## config.mk

```make
export PLATFORM = sky130hd
export DESIGN_NAME = wb_spi_slave
export DESIGN_NICKNAME = d
export VERILOG_FILES = /design/src/rtl/wb_spi_slave_pkg.sv /design/src/rtl/wb_spi_slave_fifo.sv /design/src/rtl/wb_spi_slave.sv
export SDC_FILE = /design/constraint.sdc
export NUM_CORES = 1
export LEC_CHECK = 0
export ABC_AREA = 1
export CAP_MARGIN = 0
export CORE_MARGIN = 8
export CORE_UTILIZATION = 30
export CTS_CLUSTER_DIAMETER = 40
export DETAILED_ROUTE_END_ITERATION = 10
export PLACE_DENSITY_LB_ADDON = 0.05
export SYNTH_ARGS = -nofsm -noshare
export SYNTH_HDL_FRONTEND = slang
export SYNTH_HIERARCHICAL = 1
export SYNTH_SLANG_ARGS = --single-unit
```

## constraint.sdc

```tcl
create_clock -name clk -period 3.48 [get_ports clk]
set_clock_uncertainty 0.05 [all_clocks]
set_input_delay 0.87 -clock clk [delete_from_list [all_inputs] [get_ports clk]]
set_output_delay 0.87 -clock clk [all_outputs]
set_load 0.005 [all_outputs]
```

## src/rtl/wb_spi_slave_pkg.sv

```systemverilog
// wb_spi_slave_pkg: register map, STATUS/CTRL bit positions and FSM states for wb_spi_slave
package wb_spi_slave_pkg;
    localparam logic [1:0] REG_STATUS = 2'd0;
    localparam logic [1:0] REG_RXDATA = 2'd1;
    localparam logic [1:0] REG_TXDATA = 2'd2;
    localparam logic [1:0] REG_CTRL   = 2'd3;
    localparam int ST_RX_AVAIL = 0;
    localparam int ST_RX_FULL  = 1;
    localparam int ST_TX_EMPTY = 2;
    localparam int ST_OVERRUN  = 3;
    localparam int ST_BUSY     = 4;
    localparam int CTRL_ENABLE = 0;
    localparam int CTRL_IRQ_EN = 1;
    typedef enum logic {S_IDLE = 1'b0, S_ACTIVE = 1'b1} state_e;
endpackage

```

## src/rtl/wb_spi_slave_fifo.sv

```systemverilog
// wb_spi_slave_fifo: 8-bit synchronous RX FIFO; push on full is accepted only alongside a pop
module wb_spi_slave_fifo #(
    parameter int DEPTH = 16
) (
    input  logic       clk,
    input  logic       reset,
    input  logic       push_i,
    input  logic       pop_i,
    input  logic [7:0] data_i,
    output logic [7:0] data_o,
    output logic       full_o,
    output logic       empty_o
);
    localparam int AW = $clog2(DEPTH);
    logic [7:0] mem_q [DEPTH];
    logic [AW-1:0] wr_q, rd_q;
    logic [AW:0] cnt_q;
    logic do_push, do_pop;
    assign empty_o = cnt_q == '0;
    assign full_o  = cnt_q == (AW+1)'(DEPTH);
    assign do_pop  = pop_i & ~empty_o;
    assign do_push = push_i & (~full_o | do_pop);
    assign data_o  = mem_q[rd_q];
    // storage array, no reset needed since reads are gated by the count
    always_ff @(posedge clk) begin
        if (do_push) mem_q[wr_q] <= data_i;
    end
    // pointers wrap naturally because DEPTH is a power of two
    always_ff @(posedge clk) begin
        if (reset) begin
            wr_q  <= '0;
            rd_q  <= '0;
            cnt_q <= '0;
        end else begin
            wr_q  <= wr_q + AW'(do_push);
            rd_q  <= rd_q + AW'(do_pop);
            cnt_q <= cnt_q + (AW+1)'(do_push) - (AW+1)'(do_pop);
        end
    end
endmodule

```

## src/rtl/wb_spi_slave.sv

```systemverilog
// wb_spi_slave: Wishbone SPI mode-0 target with RX FIFO and TX holding register; SPI_SLAVE_IRQ_EN adds intr/irq_en
module wb_spi_slave import wb_spi_slave_pkg::*; #(
    parameter int         RX_DEPTH   = 16,
    parameter logic [7:0] DEFAULT_TX = 8'hFF
) (
    input  logic        clk,
    input  logic        reset,
    input  logic [31:0] wb_adr_i,
    input  logic [31:0] wb_dat_i,
    output logic [31:0] wb_dat_o,
    input  logic [3:0]  wb_sel_i,
    input  logic        wb_stb_i,
    input  logic        wb_cyc_i,
    input  logic        wb_we_i,
    output logic        wb_ack_o,
    input  logic        spi_sck,
    input  logic        spi_mosi,
    input  logic        spi_cs_n,
    output logic        spi_miso,
    output logic        spi_miso_oe,
    output logic        intr
);
    logic [2:0] sck_q, mosi_q, cs_q;
    state_e state_q;
    logic [2:0] bitcnt_q;
    logic [7:0] tx_sh_q, rx_sh_q, tx_q;
    logic [31:0] dat_q;
    logic miso_q, oe_q, ack_q, tx_empty_q, overrun_q, enable_q, irq_en;
    logic sck_rise, sck_fall, cs_fall, cs_rise, abort, tx_load, rx_push;
    logic wb_hit, wr, rd, rx_pop, rx_full, rx_empty, overflow;
    logic [7:0] load_byte, rx_byte, rx_head;
    logic [1:0] adr;
    logic [4:0] status;
    logic [31:0] rd_data;
    logic unused;
    assign adr       = wb_adr_i[3:2];
    assign sck_rise  = sck_q[1] & ~sck_q[2];
    assign sck_fall  = ~sck_q[1] & sck_q[2];
    assign cs_fall   = ~cs_q[1] & cs_q[2];
    assign cs_rise   = cs_q[1] & ~cs_q[2];
    assign abort     = cs_rise | ~enable_q;
    assign load_byte = tx_empty_q ? DEFAULT_TX : tx_q;
    assign tx_load   = (state_q == S_IDLE) ? (cs_fall & enable_q) : (~abort & sck_fall & bitcnt_q == 3'd0);
    assign rx_byte   = {rx_sh_q[6:0], mosi_q[1]};
    assign rx_push   = (state_q == S_ACTIVE) & ~abort & sck_rise & bitcnt_q == 3'd7;
    assign wb_hit    = wb_stb_i & wb_cyc_i & ~ack_q;
    assign wr        = wb_hit & wb_we_i;
    assign rd        = wb_hit & ~wb_we_i;
    assign rx_pop    = rd & adr == REG_RXDATA;
    assign overflow  = rx_push & rx_full & ~rx_pop;
    assign status    = {~cs_q[2], overrun_q, tx_empty_q, rx_full, ~rx_empty};
    assign rd_data   = adr == REG_STATUS ? {27'd0, status} :
                       adr == REG_RXDATA ? {24'd0, rx_empty ? 8'd0 : rx_head} :
                       adr == REG_CTRL   ? {30'd0, irq_en, enable_q} : 32'd0;
    assign wb_dat_o    = dat_q;
    assign wb_ack_o    = ack_q;
    assign spi_miso    = miso_q;
    assign spi_miso_oe = oe_q;
    assign unused = ^{wb_sel_i, wb_adr_i[31:4], wb_adr_i[1:0], wb_dat_i[31:8], tx_sh_q[7], rx_sh_q[7]};

    wb_spi_slave_fifo #(.DEPTH(RX_DEPTH)) u_fifo (
        .clk(clk), .reset(reset), .push_i(rx_push), .pop_i(rx_pop), .data_i(rx_byte),
        .data_o(rx_head), .full_o(rx_full), .empty_o(rx_empty)
    );

    // two-stage synchronisers plus a third stage for edge detection; cs_n idles high
    always_ff @(posedge clk) begin
        if (reset) begin
            sck_q  <= 3'b000;
            mosi_q <= 3'b000;
            cs_q   <= 3'b111;
        end else begin
            sck_q  <= {sck_q[1:0], spi_sck};
            mosi_q <= {mosi_q[1:0], spi_mosi};
            cs_q   <= {cs_q[1:0], spi_cs_n};
        end
    end

    // frame FSM: sample on sck rise, shift out on sck fall, reload tx after each full byte
    always_ff @(posedge clk) begin
        if (reset) begin
            state_q  <= S_IDLE;
            bitcnt_q <= 3'd0;
            tx_sh_q  <= 8'd0;
            rx_sh_q  <= 8'd0;
            miso_q   <= 1'b1;
            oe_q     <= 1'b0;
        end else if (state_q == S_IDLE) begin
            if (tx_load) begin
                state_q  <= S_ACTIVE;
                tx_sh_q  <= load_byte;
                miso_q   <= load_byte[7];
                oe_q     <= 1'b1;
                bitcnt_q <= 3'd0;
            end
        end else if (abort) begin
            state_q  <= S_IDLE;
            miso_q   <= 1'b1;
            oe_q     <= 1'b0;
            bitcnt_q <= 3'd0;
        end else if (sck_rise) begin
            rx_sh_q  <= rx_byte;
            bitcnt_q <= bitcnt_q + 3'd1;
        end else if (sck_fall) begin
            tx_sh_q <= tx_load ? load_byte : {tx_sh_q[6:0], 1'b0};
            miso_q  <= tx_load ? load_byte[7] : tx_sh_q[6];
        end
    end

    // wishbone register file; a TXDATA write on a load cycle lands after the load
    always_ff @(posedge clk) begin
        if (reset) begin
            ack_q      <= 1'b0;
            dat_q      <= 32'd0;
            tx_q       <= 8'd0;
            tx_empty_q <= 1'b1;
            overrun_q  <= 1'b0;
            enable_q   <= 1'b0;
        end else begin
            ack_q <= wb_hit;
            dat_q <= rd ? rd_data : 32'd0;
            if (tx_load) tx_empty_q <= 1'b1;
            if (wr && adr == REG_TXDATA) begin
                tx_q       <= wb_dat_i[7:0];
                tx_empty_q <= 1'b0;
            end
            if (wr && adr == REG_STATUS && wb_dat_i[ST_OVERRUN]) overrun_q <= 1'b0;
            if (overflow) overrun_q <= 1'b1;
            if (wr && adr == REG_CTRL) enable_q <= wb_dat_i[CTRL_ENABLE];
        end
    end

`ifdef SPI_SLAVE_IRQ_EN
    logic irq_en_q, intr_q;
    assign irq_en = irq_en_q;
    assign intr   = intr_q;
    // level interrupt, registered so it trails the status by one cycle
    always_ff @(posedge clk) begin
        if (reset) begin
            irq_en_q <= 1'b0;
            intr_q   <= 1'b0;
        end else begin
            if (wr && adr == REG_CTRL) irq_en_q <= wb_dat_i[CTRL_IRQ_EN];
            intr_q <= irq_en_q & (~rx_empty | overrun_q);
        end
    end
`else
    assign irq_en = 1'b0;
    assign intr   = 1'b0;
`endif
endmodule

```

==> results of run 1 <==
[area by class of cell]
type / count / area (sq um)
Timing Repair Buffer: 58 / 505
Fill cell: 2904 / 18100
Clock inverter: 12 / 95.1
Multi-Input combinational cell: 524 / 2450
Clock buffer: 20 / 468
Sequential cell: 189 / 5070
Tap cell: 378 / 473
Inverter: 169 / 634
[kinds of logic after synthesis]
family,after synthesis
simple gates,419
fa+ha+maj,13
buf+inv,227
flops,189
other cells,1
compound gates,64
xor+xnor,3
[registers in the layout (all words and copies together), names as in the netlist, 3 cells and up]
register      flops
rx_sh_q           7
tx_q              8
u_fifo/mem_q    128
cs_q              3
u_fifo/wr_q       4
sck_q             3
u_fifo/rd_q       4
bitcnt_q          3
wb_dat_o          8
u_fifo/cnt_q      5
tx_sh_q           7
[power by group]
group | internal [mW] | switching [mW] | total, mW
sequential | 2.39 | 0.0174 | 2.40
combinational | 0.0675 | 0.111 | 0.179
clock | 0.998 | 0.909 | 1.91
[worst max path at each step]
stage	from	endpoint	slack, ns	cells past startpoint
after global routing	wb_adr_i[2]	u_fifo/cnt_q[4]	0.21	19
after global placement	wb_adr_i[2]	u_fifo/cnt_q[4]	0.11	19
after CTS	wb_adr_i[2]	u_fifo/mem_q[5][1]	0.54	9
after floorplan	wb_adr_i[2]	u_fifo/cnt_q[4]	0.70	17
final	wb_adr_i[2]	u_fifo/cnt_q[4]	0.56	19
after detailed placement	wb_adr_i[2]	u_fifo/mem_q[5][3]	0.09	9
[metal layers]
layer	global-route usage, %	vias to the layer above	routed length, um
met2	20.7	77	9810
met3	2.33	12	654
met4	3.45	0	211
met1	17.3	2623	10300
met5	0	-	0
li1	-	2968	-
[Yosys cell counts]
cell type / number / area (sq um)
o211ai_1: 1 / 7.51
edfxtp_1: 128 / 3840
clkbuf_1: 5 / 18.8
nor3_1: 18 / 90.1
nor4_1: 1 / 6.26
buf_4: 31 / 233
a32oi_1: 2 / 17.5
buf_2: 14 / 70.1
a21oi_2: 1 / 8.76
inv_2: 5 / 18.8
a21oi_1: 26 / 130
nand4_2: 1 / 12.5
nand2_1: 207 / 777
xnor2_1: 2 / 17.5
dfxtp_1: 61 / 1220
nor2_1: 59 / 221
nand2_2: 4 / 25.0
xor2_1: 1 / 8.76
or2_2: 2 / 12.5
o21ai_4: 1 / 16.3
nand3_1: 121 / 606
nor3_2: 1 / 10.0
o22ai_1: 2 / 12.5
o21ai_1: 4 / 20.0
buf_6: 8 / 90.1
nand2_4: 1 / 11.3
nor2_4: 4 / 45.0
inv_1: 163 / 612
fa_1: 1 / 20.0
ha_1: 12 / 150
clkinv_1: 1 / 3.75
o21ai_0: 27 / 135
conb_1: 1 / 3.75
[critical path: stages]
cell	delay [ns]
clkdlybuf4s50_1	0.48
inv_1	0.07
nor2_1	0.14
nand3_1	0.12
inv_1	0.08
o21ai_0	0.12
nor2_1	0.16
inv_1	0.07
nand2_1	0.06
ha_1	0.15
inv_1	0.06
fa_1	0.41
inv_1	0.06
nand2_1	0.06
nand2_1	0.06
a21oi_1	0.07
nand2_1	0.06
nand2_1	0.04
nor2_1	0.08
[placed cells by master, fill, tap and decap left out, types with 2 or more instances in the layout]
| cell | netlist | routed |
|---|---|---|
| xnor2_1 | 2 | 2 |
| nor2_4 | 4 | 4 |
| nor3_1 | 18 | 18 |
| o22ai_1 | 2 | 2 |
| inv_6 | 0 | 4 |
| buf_4 | 31 | 30 |
| o21ai_1 | 4 | 4 |
| inv_8 | 0 | 2 |
| a21oi_1 | 26 | 26 |
| clkbuf_16 | 0 | 18 |
| clkinv_2 | 0 | 2 |
| o21ai_0 | 27 | 27 |
| nand3_1 | 121 | 121 |
| conb_1 | 1 | 25 |
| edfxtp_1 | 128 | 128 |
| nand2_1 | 207 | 207 |
| ha_1 | 12 | 12 |
| nor2_1 | 59 | 59 |
| inv_4 | 0 | 3 |
| inv_2 | 5 | 5 |
| clkdlybuf4s50_1 | 0 | 28 |
| dfxtp_1 | 61 | 60 |
| a32oi_1 | 2 | 2 |
| inv_1 | 163 | 163 |
| nand2_2 | 4 | 4 |
| or2_2 | 2 | 2 |
[metrics by stage]
stage	utilization (%)	worst slack (ns)	hold slack (ns)	cell area, sq um
finish	34.9	0.555	0.354	9700
global route	34.9	0.208	0.381	9700
CTS	34.9	0.542	0.357	9700
detailed placement	32.9	0.0939	0.346	9130
global placement	32.9	0.112	0.342	9130
floorplan	-	0.696	0.338	8570
==> reports/summary.txt, run 1 <==
min-delay src = sck_q[0]
routability cong. = 0.744
Core Area = 27800 sq um
Rel. slew slack = 31.8%
syn_area_per_cell = 9.25 sq um
# hold bufs at CTS = 0
share of cells above drive strength 1 = 8.44%
initial antenna violation count = 0
adder-cell area share of the yosys netlist = 2.01%
# setup viols final = 0
Post-CTS Resized = 0
post-synthesis sequential area ratio = 59.8%
Post-Synth Simple-Gate Area = 21.4%
vias in the first global route = 5521
post-synthesis cell type count = 33
DRC = 0
first-pass GRT wire length = 32.6 mm
Total Routed Length = 21.0 mm
P_leak = 4.20 nW
initial core utilization = 30.5%
Hold Crit Endpoint = sck_q[1]
global router's overall resource usage = 12.8%
setup tns final = 0 ns
Inserted Clock Buffers = 17
Post-DP HPWL = 13.4 mm
Reg clk slew, reported paths = 0.08 ns
startpoint types = primary input
CTS root buffer = clkbuf_16
layout net count = 1048
CP max FO = 3
CTS tree = built
n_diodes = 0
clock period minus worst slack = 2.92 ns
Pwr Density = 463 nW/um^2
Die Area = 33900 sq um
global route overflow = 0
die width = 184 um
mux cell area share after synthesis = 0%
r2r setup slk = 0.75 ns
CTS Buffer Depth = 2
Mapped Area = 8480 sq um
num rows = 61
Worst Tran Pin Value = 1.02 ns
per-cell routed wire length = 15.5 um
RSZ-0062 raised after global routing = false
Placed Instances = 1318
area grow syn2layout = 14.4%
number of vias per cell = 4.21
Synth Area in Compound Gates = 4.10%
max frequency = 0.342 GHz
via count = 5680
I/O pin count = 112
CTS sink cnt = 189
max cap viols = 0
Final ANT Viol Nets = 0
Hold Vio Cnt, Final = 0
DR iter-0 viols = 279
VDD IR max = 297 uV
reg2reg path depth = 9
TritonRoute pass-1 iters = 4
Synth Area in XOR/XNOR = 0.310%
Die H = 184 um
H-tree Lvls = 4
WP data required = 3.80 ns
# Post-CTS Setup Buffers = 0
largest net degree at the start of global routing = 66
crit path kind = in -> reg
Finished Layout Cells = 1350
worst skew pair latency = 0.43 ns
R2R Path Start = enable_q
Buffers on Ports = 28
number of synthesized register bits = 189
cell count after synthesis = 916
RR Endpoint = u_fifo/mem_q[5][1]
worst hold path type = reg -> reg
largest family of logic cells by synthesized area = simple AND/OR/NAND/NOR gates
Worst Path Arrival = 3.24 ns
status = complete, no violations
Crit. End Element = register
max-slew violations = 0
Ys Warns = 6
Power Total = 4.49 mW
hold path depth = 2
fin crit share = 84.0%
Power figures use the tool's default switching activity.
==> inputs of run 2 (changes only) <==
Clock period 3.48 ns to 2.9 ns, I/O delays scaled along.
==> run 2 against run 1 <==
- via count increased by 0.95%
- power increased by 21%
- critical path depth unchanged
- sequential share of layout area decreased by 0.70 points
- worst hold slack improved by 0.0021 ns
- first-iteration DRC count decreased by 4.3%
- global-route usage increased by 0.16 points
- non-clock buffer count increased by 9
- final cell count increased by 0.67%
- critical path type unchanged
- largest cell class unchanged
==> reports/summary.txt, run 2 (synthesis results as in run 1) <==
TritonRoute pass-1 iters = 4
Buffers on Ports = 28
routability cong. = 0.750
CTS root buffer = clkbuf_16
# setup viols final = 0
layout net count = 1057
final worst slack = 0.255 ns
R2R Path Start = enable_q
per-cell routed wire length = 15.8 um
CTS tree = built
status = complete, no violations
Seq pwr share = 52.9%
n_diodes = 0
WP data required = 3.22 ns
first-pass GRT wire length = 33.0 mm
number of vias per cell = 4.22
most common cell after layout, fill and taps aside = nand2_1
Sequential cell area = 5070 sq um
I/O pin count = 112
commonest cells after routing, fill and taps aside = nand2_1 (207), inv_1 (163), edfxtp_1 (128)
vias in the first global route = 5545
die width = 184 um
Core Area = 27800 sq um
r2r setup slk = 0.38 ns
Pwr Density = 555 nW/um^2
Sw Share = 22.5%
setup tns final = 0 ns
sw power = 1.23 mW
CTS Buffer Depth = 2
largest net degree at the start of global routing = 66
initial antenna violation count = 0
clock period minus worst slack = 2.65 ns
worst skew pair latency = 0.43 ns
Final ANT Viol Nets = 0
max frequency = 0.378 GHz
startpoint types = primary input
RSZ-0062 raised after global routing = false
DR iter-0 viols = 267
worst hold path type = reg -> reg
global route overflow = 0
crit path kind = in -> reg
fin crit share = 91.2%
Worst Path Arrival = 2.96 ns
Reg clk slew, reported paths = 0.08 ns
area grow syn2layout = 16.0%
Power Internal = 4.22 mW
Die H = 184 um
Rel. slew slack = 40.9%
num rows = 61
max-slew violations = 0
H-tree Lvls = 4
Hold Crit Endpoint = sck_q[1]
Largest register FFs = 128
Hold Vio Cnt, Final = 0
Worst Tran Pin Value = 0.885 ns
DRC = 0
pre-CTS WS = -0.322 ns
Inserted Clock Buffers = 17
Crit. End Element = register
Die Area = 33900 sq um
hold path depth = 2
via count = 5734
# hold bufs at CTS = 0
P_leak = 4.27 nW
min-delay src = sck_q[0]
global router's overall resource usage = 12.9%
Logic pwr share = 4.1%
RR Endpoint = u_fifo/cnt_q[4]
Total Routed Length = 21.5 mm
max cap viols = 0
largest reg by FF count = u_fifo/mem_q
VDD IR max = 330 uV
Power Total = 5.45 mW
Post-DP HPWL = 13.5 mm
initial core utilization = 30.5%
clock share of power = 43.0%
CP max FO = 2
multi-input logic area = 2470 sq um
fillers = 2901
CTS sink cnt = 189
share of cells above drive strength 1 = 9.79%
reg2reg path depth = 18
## run 2: cell count changes in the layout (fill, tap and decap cells not counted), sizes merged
cell	delta
inv	-2
bufinv	+2
buf	+9
## run 2: cell type report
cell class / count / share of cell area (%)
Inverter: 169 / 6.45
Sequential cell: 189 / 51.5
Multi-Input combinational cell: 524 / 25.1
Clock inverter: 12 / 1.09
Timing Repair Buffer: 67 / 6.21
Clock buffer: 20 / 4.77
Tap cell: 378 / 4.81
## run 2: what timing repair did
| action | in CTS | in global routing |
|---|---|---|
| setup endpoints to repair | 0 | 1 |
| gates resized for setup | 0 | 4 |
| setup buffers | 0 | 2 |
## run 2: worst max path at each step
stage,start,end,cells past startpoint
floorplan,wb_adr_i[2],u_fifo/cnt_q[4],17
global placement,wb_adr_i[2],u_fifo/cnt_q[4],19
detailed placement,wb_adr_i[2],u_fifo/cnt_q[4],19
CTS,wb_adr_i[2],u_fifo/cnt_q[4],19
global route,wb_adr_i[2],u_fifo/cnt_q[4],19
finish,wb_adr_i[2],u_fifo/cnt_q[4],19
## run 2: worst max-delay path, stage by stage
cell             delay [ns]
clkdlybuf4s50_1        0.47
inv_1                  0.06
nor2_2                 0.15
nand3_2                0.09
inv_1                  0.07
o21ai_0                0.10
nor2_1                 0.15
inv_1                  0.07
nand2_1                0.06
ha_2                   0.17
inv_1                  0.05
fa_2                   0.36
inv_1                  0.06
nand2_1                0.06
nand2_1                0.06
a21oi_1                0.07
nand2_1                0.06
nand2_1                0.05
nor2_1                 0.08
## run 2: through the flow
stage                     std cells  area (sq um)  hold WS, ns  utilization (%)
final                          1359          9830        0.356             35.4
after global routing           1359          9830        0.367             35.4
after CTS                      1357          9800        0.359             35.3
after detailed placement       1325          9220        0.343             33.2
after global placement         1325          9220        0.341             33.2
after floorplan                 940          8570        0.338                -
## run 2: power groups by stage
stage,combinational (mW),clock (mW),sequential (mW)
3_5_place_dp,0.223,0,2.95
6_report,0.223,2.34,2.88
3_3_place_gp,0.227,0,2.95
5_1_grt,0.258,2.52,2.89
2_1_floorplan,0.172,0,2.94
4_1_cts,0.224,2.42,2.88
## run 2: metal layers
| layer | GRT usage, % | routed length [um] | up-vias |
|---|---|---|---|
| li1 | - | - | 2986 |
| met3 | 2.47 | 605 | 11 |
| met4 | 3.32 | 214 | 0 |
| met5 | 0 | 0 | - |
| met1 | 17.1 | 10400 | 2668 |
| met2 | 21.4 | 10300 | 69 |
==> inputs of run 3 (changes only) <==
Settings changed: CORE_UTILIZATION 30 to 53, CTS_CLUSTER_SIZE set to 14.
==> run 3 against run 2 <==
- combinational power about the same
- global-route usage increased by 5.6 points
- largest power group unchanged
- die area shrank 40%
- wire length decreased by 15%
- first-iteration DRC count grew 71%
- count of clock-buffer cells in the layout decreased by 1
- worst hold slack worse by 0.0026 ns
- maximum frequency grew 0.13%
- critical path depth unchanged
- non-clock buffer count down 1
- clock power hardly changed
==> reports/summary.txt, run 3 (synthesis results as in run 1) <==
via count = 5988
CTS Buffer Depth = 2
Hold Vio Cnt, Final = 0
final worst slack = 0.258 ns
RSZ-0062 raised after global routing = false
RR Endpoint = u_fifo/cnt_q[4]
n_diodes = 0
area grow syn2layout = 13.5%
CP max FO = 2
fin area = 9620 sq um
ordered cell list for the critical path = clkdlybuf4s50_1, inv_1, nor2_2, nand3_1, inv_1, o21ai_1, nor2_1, inv_1, nand2_1, ha_1, inv_1, fa_1, inv_1, nand2_1, nand2_1, a21oi_1, nand2_1, nand2_1, nor2_1
Pwr Density = 569 nW/um^2
R2R Path Start = enable_q
Die Area = 20300 sq um
CTS root buffer = clkbuf_16
max-slew violations = 0
CP Depth = 19
Placed Instances = 1164
critical path's top delay family = buffers and inverters
TritonRoute pass-1 iters = 5
DR iter-0 viols = 457
DP Area = 9000 sq um
first-pass GRT wire length = 28.9 mm
Worst Tran Pin Value = 0.836 ns
setup tns final = 0 ns
I/O pin count = 112
fillers = 1375
Largest register FFs = 128
vias in the first global route = 5689
Worst Path Arrival = 2.95 ns
# setup viols final = 0
Largest stage delay, worst path = 0.47 ns
max frequency = 0.379 GHz
Core Area = 15800 sq um
initial antenna violation count = 0
Inserted Clock Buffers = 17
# hold bufs at CTS = 0
Total Routed Length = 18.4 mm
number of vias per cell = 5.01
Finished Layout Cells = 1196
crit path from = wb_adr_i[2]
DRC = 0
fin crit share = 91.1%
Die H = 142 um
Crit. End Element = register
global route overflow = 0
max cap viols = 0
multi-input logic area = 2460 sq um
crit path capture = u_fifo/cnt_q[4]
Post-DP HPWL = 12.1 mm
layout net count = 1056
num rows = 46
routability cong. = 0.864
Power Total = 5.47 mW
Critical Path Slowest Stage Cell = clkdlybuf4s50_1
worst hold path type = reg -> reg
WP data required = 3.21 ns
r2r setup slk = 0.36 ns
share of cells above drive strength 1 = 9.29%
VDD IR max = 494 uV
status = complete, no violations
largest net degree at the start of global routing = 65
WP buf/inv = 6
Final ANT Viol Nets = 0
worst skew pair latency = 0.42 ns
per-cell routed wire length = 15.3 um
fin util = 61.0%
Rel. slew slack = 44.2%
H-tree Lvls = 4
pre-CTS WS = -0.252 ns
die width = 142 um
P_leak = 4.26 nW
clock period minus worst slack = 2.64 ns
most common cell after layout, fill and taps aside = nand2_1
Buffers on Ports = 28
Hold Worst Slack = 0.354 ns
CTS tree = built
CTS sink cnt = 189
global router's overall resource usage = 18.5%
reg2reg path depth = 18
crit path kind = in -> reg
startpoint types = primary input
initial core utilization = 53.7%
Sequential cell area = 5070 sq um
largest reg by FF count = u_fifo/mem_q
commonest cells after routing, fill and taps aside = nand2_1 (207), inv_1 (163), edfxtp_1 (128)
Reg clk slew, reported paths = 0.06 ns
run 3: worst min path at each step:
stage / depth (start not counted) / start / slack [ns] / end
CTS: 2 / sck_q[0] / 0.36 / sck_q[1]
global route: 1 / cs_q[0] / 0.38 / cs_q[1]
global placement: 1 / cs_q[0] / 0.35 / cs_q[1]
detailed placement: 2 / sck_q[0] / 0.35 / sck_q[1]
floorplan: 2 / mosi_q[0] / 0.34 / mosi_q[1]
finish: 2 / sck_q[0] / 0.35 / sck_q[1]
run 3: final cells by class:
cell class	count	share of cell area (%)
Sequential cell	189	52.7
Multi-Input combinational cell	524	25.6
Clock buffer	19	4.94
Timing Repair Buffer	66	6.01
Clock inverter	13	1.41
Tap cell	216	2.81
Inverter	169	6.60
run 3: where the power goes:
part	internal (mW)	total [mW]	switching, mW
logic	0.0864	0.222	0.135
registers	2.86	2.88	0.0203
clock network	1.37	2.37	0.992
run 3: metal layers:
| metal | track usage, % | part of all wire, % | vias up |
|---|---|---|---|
| met5 | 0 | 0 | - |
| met4 | 5.82 | 1.7 | 0 |
| met3 | 4.09 | 5.0 | 25 |
| met2 | 32.2 | 50 | 134 |
| met1 | 22.4 | 44 | 2846 |
| li1 | - | - | 2983 |
run 3: what timing repair did:
item	CTS	global route
setup buffers	0	0
gates resized for setup	0	2
endpoints found under the setup margin	0	1
run 3: tightest hold or removal path: stages, from the launching register on:
cell and delay [ns]:
dfxtp_1 0.30, inv_1 0.04, nor2_1 0.03
